## src/rtl/win_pkg.sv

```systemverilog
// rtl/win_pkg.sv - shared state, width and slice types for the 3x3 column window former
package win_pkg;

  localparam int LEN     = 3;
  localparam int SLICE_W = 2 * LEN;

  typedef enum logic [1:0] {IDLE, FILL, RUN, FLUSH} win_state_t;

  typedef logic [SLICE_W-1:0] slice_t;

endpackage

```

## src/rtl/win_ring_ram.sv

```systemverilog
// rtl/win_ring_ram.sv - per-channel {left, centre} column store, async read / sync write
module win_ring_ram
  import win_pkg::*;
#(
  parameter int DEPTH = 64,
  parameter int AW    = (DEPTH > 1) ? $clog2(DEPTH) : 1
) (
  input  logic          i_sclk,
  input  logic          wr_en,
  input  logic [AW-1:0] addr,
  input  slice_t        wr_l,
  input  slice_t        wr_c,
  output slice_t        rd_l,
  output slice_t        rd_c
);

  logic [2*SLICE_W-1:0] mem [DEPTH];

  always_ff @(posedge i_sclk) begin
    if (wr_en) mem[addr] <= {wr_l, wr_c};
  end

  // read and write share the channel address, so a RUN cycle sees the old pair
  assign {rd_l, rd_c} = mem[addr];

endmodule

```

## src/rtl/window_col_3x3.sv

```systemverilog
// rtl/window_col_3x3.sv - forms zero-padded 3x3 sign-bit windows per (column, channel)
// Optional sticky o_err port and its drop/truncation checks: `WINDOW_ERR_EN
module window_col_3x3
  import win_pkg::*;
#(
  parameter int SIZE    = 56,
  parameter int CHANNEL = 64
) (
  input  logic                 i_sclk,
  input  logic                 i_rst,
  input  logic                 i_vsync,
  input  logic                 i_hsync,
  input  logic                 i_reuse,
  input  logic                 i_valid,
  input  logic [SLICE_W-1:0]   i_tdata,
  output logic                 o_vsync,
  output logic                 o_hsync,
  output logic                 o_reuse,
  output logic                 o_valid,
  output logic [3*SLICE_W-1:0] o_window
`ifdef WINDOW_ERR_EN
  ,
  output logic                 o_err
`endif
);

  localparam int COL_W = (SIZE > 1) ? $clog2(SIZE) : 1;
  localparam int CH_W  = (CHANNEL > 1) ? $clog2(CHANNEL) : 1;
  localparam logic [COL_W-1:0] COL_LAST = COL_W'(SIZE - 1);
  localparam logic [COL_W-1:0] COL_ONE  = COL_W'(1);
  localparam logic [CH_W-1:0]  CH_LAST  = CH_W'(CHANNEL - 1);

  win_state_t           state, state_n, cur_state;
  logic [COL_W-1:0]     col, col_n, cur_col;
  logic [CH_W-1:0]      ch, ch_n, cur_ch;
  logic                 we;
  slice_t               wr_l, wr_c, rd_l, rd_c;
  logic [3*SLICE_W-1:0] window_n;
  logic                 valid_n, hsync_n, reuse_n;

  win_ring_ram #(.DEPTH(CHANNEL), .AW(CH_W)) u_ram (
    .i_sclk (i_sclk),
    .wr_en  (we),
    .addr   (cur_ch),
    .wr_l   (wr_l),
    .wr_c   (wr_c),
    .rd_l   (rd_l),
    .rd_c   (rd_c)
  );

  // hsync restarts the row before this cycle's slice is counted, so it lands at (0,0)
  always_comb begin
    cur_state = state;
    cur_col   = col;
    cur_ch    = ch;
    if (i_hsync) begin
      cur_state = FILL;
      cur_col   = '0;
      cur_ch    = '0;
    end
  end

  always_comb begin
    state_n  = cur_state;
    col_n    = cur_col;
    ch_n     = cur_ch;
    we       = 1'b0;
    wr_l     = '0;
    wr_c     = i_tdata;
    window_n = o_window;
    valid_n  = 1'b0;
    hsync_n  = 1'b0;
    reuse_n  = i_hsync ? i_reuse : o_reuse;

    case (cur_state)
      FILL: begin
        if (i_valid) begin
          we = 1'b1;
          if (cur_ch == CH_LAST) begin
            ch_n    = '0;
            col_n   = COL_ONE;
            state_n = RUN;
          end else begin
            ch_n = cur_ch + 1'b1;
          end
        end
      end
      RUN: begin
        if (i_valid) begin
          we       = 1'b1;
          wr_l     = rd_c;
          window_n = {rd_l, rd_c, i_tdata};
          valid_n  = 1'b1;
          hsync_n  = (cur_col == COL_ONE) && (cur_ch == '0);
          if (cur_ch == CH_LAST) begin
            ch_n = '0;
            if (cur_col == COL_LAST) state_n = FLUSH;
            else                     col_n   = cur_col + 1'b1;
          end else begin
            ch_n = cur_ch + 1'b1;
          end
        end
      end
      FLUSH: begin
        // right edge: last column's windows get a zero right slice, input ignored
        window_n = {rd_l, rd_c, {SLICE_W{1'b0}}};
        valid_n  = 1'b1;
        if (cur_ch == CH_LAST) begin
          ch_n    = '0;
          col_n   = '0;
          state_n = IDLE;
        end else begin
          ch_n = cur_ch + 1'b1;
        end
      end
      default: ;
    endcase

    if (i_vsync) begin
      state_n = IDLE;
      col_n   = '0;
      ch_n    = '0;
      we      = 1'b0;
      valid_n = 1'b0;
      hsync_n = 1'b0;
      reuse_n = o_reuse;
    end
  end

  always_ff @(posedge i_sclk) begin
    if (i_rst) begin
      state    <= IDLE;
      col      <= '0;
      ch       <= '0;
      o_vsync  <= 1'b0;
      o_hsync  <= 1'b0;
      o_reuse  <= 1'b0;
      o_valid  <= 1'b0;
      o_window <= '0;
    end else begin
      state    <= state_n;
      col      <= col_n;
      ch       <= ch_n;
      o_vsync  <= i_vsync;
      o_hsync  <= hsync_n;
      o_reuse  <= reuse_n;
      o_valid  <= valid_n;
      o_window <= window_n;
    end
  end

`ifdef WINDOW_ERR_EN
  // sticky: truncated row (hsync mid FILL/RUN) or slice arriving with nowhere to go
  always_ff @(posedge i_sclk) begin
    if (i_rst || i_vsync) begin
      o_err <= 1'b0;
    end else if ((i_hsync && (state == FILL || state == RUN)) ||
                 (i_valid && (cur_state == IDLE || cur_state == FLUSH))) begin
      o_err <= 1'b1;
    end
  end
`endif

endmodule
```

## config.mk

```make
export PLATFORM = sky130hd
export DESIGN_NAME = window_col_3x3
export DESIGN_NICKNAME = d
export VERILOG_FILES = /design/src/rtl/win_pkg.sv /design/src/rtl/win_ring_ram.sv /design/src/rtl/window_col_3x3.sv
export SDC_FILE = /design/constraint.sdc
export NUM_CORES = 1
export LEC_CHECK = 0
export ABC_AREA = 1
export CAP_MARGIN = 20
export CORE_MARGIN = 8
export CORE_UTILIZATION = 30
export CTS_BUF_LIST = sky130_fd_sc_hd__clkbuf_2 sky130_fd_sc_hd__clkbuf_4 sky130_fd_sc_hd__clkbuf_8
export CTS_CLUSTER_SIZE = 20
export DETAILED_ROUTE_END_ITERATION = 6
export PLACE_DENSITY = 0.41
export SLEW_MARGIN = 20
export SYNTH_ARGS = -nofsm -noshare
export SYNTH_HDL_FRONTEND = slang
export SYNTH_HIERARCHICAL = 1
export SYNTH_SLANG_ARGS = --single-unit
export TNS_END_PERCENT = 5
```

## constraint.sdc

```tcl
create_clock -name i_sclk -period 7.8 [get_ports i_sclk]
set_input_delay 1.56 -clock i_sclk [delete_from_list [all_inputs] [get_ports i_sclk]]
set_output_delay 1.56 -clock i_sclk [all_outputs]
set_load 0.02 [all_outputs]
```

# [Word level (Yosys, flattened, before mapping)]
# Memory sizes are Yosys's and may differ from the RTL's.
# Index checks and enable logic that the tools add are counted.
[totals] reg_bits=36 mem_bits_rw=768 romBits=0 memories=1 latch_bits=0
[mem_list] memory="u_ram.mem" words=64 word_bits=12 rd=1 rd_clocked_by_memory_dff=0 write_ports=1 line="win_ring_ram.sv:17" rtl="logic [2*SLICE_W-1:0] mem [DEPTH];"
[op_classes] mux=30 n_mul=0 add_sub_neg=2 magnitude_cmp=0 n_shift=0 eq_ne=7 n_reduce_logical=8 n_bitwise=3 div=0
[ops] cell="$mux 6" n=12
[ops] cell="$pmux 18 s2" n=1
[ops] cell="$mux 18" n=1
[ops] cell="$pmux 6 s3" n=1
[ops] cell="$mux 2" n=7
[ops] cell="$add 6x1->6 const B" n=2
[ops] cell="$eq 6x6->1 const B" n=2
[ops] cell="$pmux 6 s2" n=1
[ops] cell="$eq 6x1->1 const B" n=1
[ops] cell="$logic_not 6->1" n=1
[ops] cell="$pmux 2 s3" n=1
[ops] cell="$mux 1" n=5
[ops] cell="$eq 2x2->1 const B" n=2
[ops] cell="$reduce_and 2->1" n=2
[ops] cell="$reduce_or 2->1" n=2
[ops] cell="$reduce_or 4->1" n=1
[ops] cell="$not 1->1" n=3
[ops] cell="$eq 2x1->1 const B" n=1
[ops] cell="$ne 2x2->1 const B" n=1
[ops] cell="$pmux 1 s2" n=1
[ops] cell="$reduce_bool 2->1" n=1
[ops] cell="$logic_and 1x1->1" n=1

# [Longest topological paths before layout]
[logic_depth] word_depth=7 ltp_mapped=18 mapped_depth_nobuf=15

# [Cells and area by module]
# The synthesis kept the hierarchy.
[by_module_without_submodules] module="win_ring_ram" area_each_um2=32524.9 cells_each=3203 n_inst=1
[by_module_without_submodules] module="window_col_3x3" area_each_um2=2082.0 cells_each=313 n_inst=1

# [Worst setup path after synthesis]
# OpenSTA, ideal clock, no wires.
[synth_timing] path_kind="in2reg" from="input i_hsync" to="memory u_ram/mem[0][10] (netlist bit) (data pin)" stages=11 path_buffers=2 t_required_ns=7.301 path_slack_ns=2.765 arrival_time_ns=4.536 setup_time_ns=0.499 path_cell_list="buf_6 nor2_1 inv_1 nor3_1 buf_2 nand2_1 nand2_1 nor2_1 nand2_1 inv_1 nor2_1"
[synth_between] elab_chain_cells=4 elab_cells_between_ends=6
[synth_lines] element="from (decl)" line="window_col_3x3.sv:12" rtl="input logic i_hsync,"
[synth_lines] element="$mux 6" line="window_col_3x3.sv:56" rtl="if (i_hsync) begin"
[synth_lines] element="net cur_ch[4]" line="window_col_3x3.sv:35" rtl="logic [CH_W-1:0] ch, ch_n, cur_ch;"
[synth_lines] element="$mem_v2 64x12"
[synth_lines] element="net rd_c[4]" line="window_col_3x3.sv:37" rtl="slice_t wr_l, wr_c, rd_l, rd_c;"
[synth_lines] element="$mux 6" line="window_col_3x3.sv:89" rtl="if (i_valid) begin"
[synth_lines] element="$mux 6" line="window_col_3x3.sv:75" rtl="case (cur_state)"
[synth_lines] element="net wr_l[4]" line="window_col_3x3.sv:37"
[synth_lines] element="to (decl)" line="win_ring_ram.sv:17"
# The timed path passes the listed nets, and every way through them passes these cells.

# [Worst setup path after layout]
[layout_timing] from="input i_hsync" to="memory u_ram/mem[25][3] (netlist bit), enable pin"
[layout_between] elab_chain_cells=7 elab_cells_between_ends=9
[layout_lines] element="$mux 2 *" line="window_col_3x3.sv:56"
[layout_lines] element="$eq 2x2->1 / $eq 2x1->1 (equally long branches)" line="window_col_3x3.sv:75"
[layout_lines] element="$reduce_or 2->1 (no line) *"
[layout_lines] element="$mux 1 *"
[layout_lines] element="$mux 1 *" line="window_col_3x3.sv:119" rtl="if (i_vsync) begin"
[layout_lines] element="net we" line="window_col_3x3.sv:36" rtl="logic we;"
[layout_lines] element="$mux 1 *" line="win_ring_ram.sv:20" rtl="if (wr_en) mem[addr] <= {wr_l, wr_c};"
[layout_lines] element="$mux 1 (implied by the code) *" line="win_ring_ram.sv:20"
# The timed path passes the listed nets; every way through them passes the cells marked *.

==> report_table.html <==
<table>
<tr><th>Metric</th><th>Value</th></tr>
<tr><th colspan="2">Place</th></tr>
<tr><td>Final GP Congestion</td><td>0.822</td></tr>
<tr><td>Post-DP HPWL</td><td>63,500 microns</td></tr>
<tr><td>Number of buffer cells added on primary ports</td><td>33</td></tr>
<tr><th colspan="2">Floorplanning</th></tr>
<tr><td>Top-level I/O count</td><td>34</td></tr>
<tr><td>Horizontal die dimension</td><td>356 microns</td></tr>
<tr><td>Area inside the core boundary</td><td>114,000 sq um</td></tr>
<tr><td>Die footprint</td><td>126,000 sq um</td></tr>
<tr><td>Initial Utilization</td><td>30.3%</td></tr>
<tr><td>Y dimension of the die</td><td>356 microns</td></tr>
<tr><td>Number of rows in the core area</td><td>124</td></tr>
<tr><th colspan="2">STA</th></tr>
<tr><td>Final period util</td><td>62.9%</td></tr>
<tr><td>Final Hold Viols</td><td>0</td></tr>
<tr><td>Normalized max-slew margin</td><td>32.9%</td></tr>
<tr><td>Unrepaired setup endpoints after global routing</td><td>false</td></tr>
<tr><td>Final Slew Violations</td><td>0</td></tr>
<tr><td>Clock skew</td><td>0.0544 ns</td></tr>
<tr><td>Final setup TNS</td><td>0 ns</td></tr>
<tr><td>Min Tclk post-route</td><td>4.91 ns</td></tr>
<tr><td>Max Fclk</td><td>204 MHz</td></tr>
<tr><td>Tightest Pin Transition</td><td>1.00 ns</td></tr>
<tr><td>Final number of setup-violating endpoints</td><td>0</td></tr>
<tr><th colspan="2">Logic synthesis</th></tr>
<tr><td>Cell type with the highest aggregate area in the netlist</td><td>sky130_fd_sc_hd__edfxtp_1</td></tr>
<tr><td>Sequential area share after synthesis</td><td>68.7%</td></tr>
<tr><td>Net count after synthesis</td><td>3,535</td></tr>
<tr><td>Summed instance area of the synthesized netlist</td><td>34,600 sq um</td></tr>
<tr><td>Count of cell types in the netlist</td><td>39</td></tr>
<tr><td>Fraction of post-synthesis cell area in the top cell type by area</td><td>66.6%</td></tr>
<tr><td>Gate count after technology mapping</td><td>3,516</td></tr>
<tr><td>Mean Syn Cell Area</td><td>9.84 sq um</td></tr>
<tr><td>Yosys warning count</td><td>6</td></tr>
<tr><td>Leading post-synthesis cells by cell area</td><td>sky130_fd_sc_hd__edfxtp_1 (67%), sky130_fd_sc_hd__nand2_1 (24%), sky130_fd_sc_hd__dfxtp_1 (2.1%)</td></tr>
<tr><td>Total of flip-flops plus latches after synthesis</td><td>804</td></tr>
<tr><th colspan="2">Setup path</th></tr>
<tr><td>Critical path arrival</td><td>5.34 ns</td></tr>
<tr><td>Element type at the critical path start</td><td>primary input</td></tr>
<tr><td>Dominant delay contributor by cell family on the critical path</td><td>simple AND/OR/NAND/NOR gates</td></tr>
<tr><td>Crit path max fanout</td><td>12</td></tr>
<tr><td>Worst setup path category</td><td>primary input to flip-flop</td></tr>
<tr><td>Number of buffer and inverter instances along the worst setup path</td><td>4</td></tr>
<tr><td>Sort of element at the end of the critical path</td><td>flip-flop</td></tr>
<tr><td>Cell chain of the critical path</td><td>clkdlybuf4s50_1 -&gt; buf_4 -&gt; inv_4 -&gt; nand2_1 -&gt; inv_1 -&gt; ha_1 -&gt; nand2_1 -&gt; nor2_1 -&gt; nand3_1 -&gt; nor2_1</td></tr>
<tr><td>Data required, critical path</td><td>8.23 ns</td></tr>
<tr><td>CP max stage cell</td><td>sky130_fd_sc_hd__nor2_1</td></tr>
<tr><td>Largest stage delay on the critical path</td><td>0.96 ns</td></tr>
<tr><th colspan="2">Cells and area</th></tr>
<tr><td>Multi-input combinational cell area</td><td>9740 sq um</td></tr>
<tr><td>Number of nets at the end of the flow</td><td>3,673</td></tr>
<tr><td>Area overhead of the layout relative to synthesis</td><td>15.4%</td></tr>
<tr><td>Number of filler instances in the final layout</td><td>11,600</td></tr>
<tr><td>Share of the core filled with cells</td><td>34.9%</td></tr>
<tr><td>Share of cells above drive strength 1</td><td>10.5%</td></tr>
<tr><td>Combined flip-flop and latch cell area</td><td>23,800 sq um</td></tr>
<tr><td>Commonest non-fill, non-tap cells in the layout</td><td>sky130_fd_sc_hd__nand2_1 (2,180), sky130_fd_sc_hd__edfxtp_1 (768), sky130_fd_sc_hd__clkbuf_8 (153), sky130_fd_sc_hd__nor2_1 (136), sky130_fd_sc_hd__buf_4 (112)</td></tr>
<tr><td>Commonest non-fill, non-tap cell in the layout</td><td>sky130_fd_sc_hd__nand2_1</td></tr>
<tr><th colspan="2">Clocking</th></tr>
<tr><td>H-tree level count</td><td>4</td></tr>
<tr><td>Later-pin clock latency in the skew report</td><td>0.82 ns</td></tr>
<tr><td>Register clock-pin slew on the reported worst setup and hold paths</td><td>0.06 ns</td></tr>
<tr><td>Num CTS Buffers</td><td>144</td></tr>
<tr><td># clock sinks</td><td>804</td></tr>
<tr><td>Max Buffers Root-to-Sink</td><td>3</td></tr>
<tr><td>Postcts setup bufs</td><td>0</td></tr>
<tr><td>Post-CTS Hold Buffers</td><td>0</td></tr>
<tr><td>CTS-repair resized insts</td><td>0</td></tr>
<tr><td>TritonCTS clock tree</td><td>built</td></tr>
<tr><td>Cell chosen for the clock root</td><td>sky130_fd_sc_hd__clkbuf_8</td></tr>
<tr><th colspan="2">Route</th></tr>
<tr><td>Number of iterations in the first detailed-routing pass</td><td>5</td></tr>
<tr><td>DRT iter0 DRCs</td><td>1,632</td></tr>
<tr><td>Number of routed nets with antenna violations</td><td>0</td></tr>
<tr><td>Via count normalized by instance count</td><td>4.49</td></tr>
<tr><td>Post-Route WL</td><td>108,000 microns</td></tr>
<tr><td>Avg WL per Cell</td><td>20.4 microns</td></tr>
<tr><td>Residual DRC count</td><td>0</td></tr>
<tr><td>Via Count</td><td>23,700</td></tr>
<tr><th colspan="2">Power and ir drop</th></tr>
<tr><td>Sw power</td><td>1.90 mW</td></tr>
<tr><td>Fraction of power consumed by combinational cells</td><td>2.0%</td></tr>
<tr><td>Share of power burned in the clock network</td><td>44.2%</td></tr>
<tr><td>Total internal power</td><td>6.83 mW</td></tr>
<tr><td>Pwr Density</td><td>219 nW/um^2</td></tr>
<tr><td>Proportion of total power due to net switching</td><td>21.7%</td></tr>
<tr><td>Share of total power in sequential cells</td><td>53.8%</td></tr>
<tr><td>Leakage power</td><td>16.6 nW</td></tr>
<tr><td>Peak supply drop</td><td>0.115 mV</td></tr>
<tr><th colspan="2">Min path</th></tr>
<tr><td>Worst min-delay path class</td><td>flip-flop to flip-flop</td></tr>
<tr><th colspan="2">Global route</th></tr>
<tr><td>Antenna violations before repair</td><td>5</td></tr>
<tr><td>Gr usage total</td><td>16.8%</td></tr>
<tr><td>Via count of the first global-routing pass</td><td>23,500</td></tr>
<tr><td>Total congestion overflow after global routing</td><td>0</td></tr>
<tr><td>Wire length of the first global-routing pass</td><td>159,000 microns</td></tr>
<tr><td>Pin count of the biggest net entering global routing</td><td>106</td></tr>
<tr><th colspan="2">Flow run</th></tr>
<tr><td>Total of max-cap violations</td><td>0</td></tr>
<tr><th colspan="2">Status</th></tr>
<tr><td>Outcome</td><td>finished, final reports clean</td></tr>
</table>
-- cells in the mapped netlist (all sizes together) --
master,n
nand2,2183
edfxtp,768
nor2,153
buf,135
inv,77
nand3,39
dfxtp,36
clkbuf,30
a21oi,26
o21ai,17
nor3,12
nand4,8
a211oi,7
ha,7
or2,6
o211ai,5
nor4,2
a221oi,1
a22oi,1
clkinv,1
o21bai,1
o22ai,1
-- final timing paths --
path / from / end / slack, ns / cells after the start
max reg2reg: ch[0] / u_ram/mem[39][8] / 3.96 / 16
min reg2reg: o_window[13] / o_window[13] / 0.46 / 2
max: i_hsync / u_ram/mem[25][3] / 2.89 / 10
min: o_window[13] / o_window[13] / 0.46 / 2
-- tightest hold or removal path, stage by stage, from the launching register on --
cell and delay, ns:
sky130_fd_sc_hd__dfxtp_1 0.30, sky130_fd_sc_hd__nand2_1 0.06, sky130_fd_sc_hd__a21oi_1 0.05
-- power groups by stage --
stage / logic, mW / clock network [mW] / registers (mW)
detailed placement: 0.180 / 0 / 4.79
CTS: 0.180 / 4.00 / 4.70
global placement: 0.180 / 0 / 4.79
finish: 0.174 / 3.86 / 4.70
global route: 0.195 / 4.17 / 4.70
floorplan: 0.0814 / 0 / 4.79
-- registers in the layout, summed over array words and instances (netlist names) --
signal / count
u_ram/mem: 768
o_window: 18
o_vsync: 1
state: 2
ch: 6
o_valid: 1
col: 6
o_reuse: 1
o_hsync: 1
-- routing by layer --
metal	GRT usage [%]	vias up	routed length, microns
met5	0	-	0
met4	4.99	0	2280
met3	2.54	157	4330
met2	27.2	492	50400
li1	-	11700	-
met1	23.3	11400	50600
-- layout make-up --
| type | instances | share of cell area [%] |
|---|---|---|
| diodes | 2 | 0.0125 |
| clock buffers | 208 | 6.31 |
| clock inverters | 42 | 0.605 |
| inverters | 78 | 0.786 |
| multi-input cells | 2469 | 24.4 |
| flip-flops and latches | 804 | 59.6 |
| well taps | 1512 | 4.74 |
| repair buffers | 157 | 3.61 |
-- per-stage QoR --
step | worst slack (ns) | power (mW) | hold WS, ns | area (sq um) | cells
floorplan | 2.77 | 4.87 | 0.524 | 34600 | 3516
global placement | 2.14 | 4.97 | 0.456 | 37100 | 5017
detailed placement | 2.11 | 4.97 | 0.457 | 37100 | 5018
CTS | 3.00 | 8.88 | 0.467 | 39900 | 5268
global route | 2.74 | 9.06 | 0.479 | 39900 | 5271
finish | 2.89 | 8.73 | 0.462 | 39900 | 5272
-- logic make-up (layout without fill, tap and decap cells) --
group / after synthesis / in the layout / share of synthesized area (%)
adders and majority gates: 7 / 7 / 0.253
AOI/OAI and AO/OA: 59 / 59 / 0.991
buffers and inverters: 243 / 485 / 3.44
and+or+nand+nor: 2403 / 2403 / 26.6
DFF: 804 / 804 / 68.7
other: 0 / 2 / 0
Power figures use the tool's default switching activity.
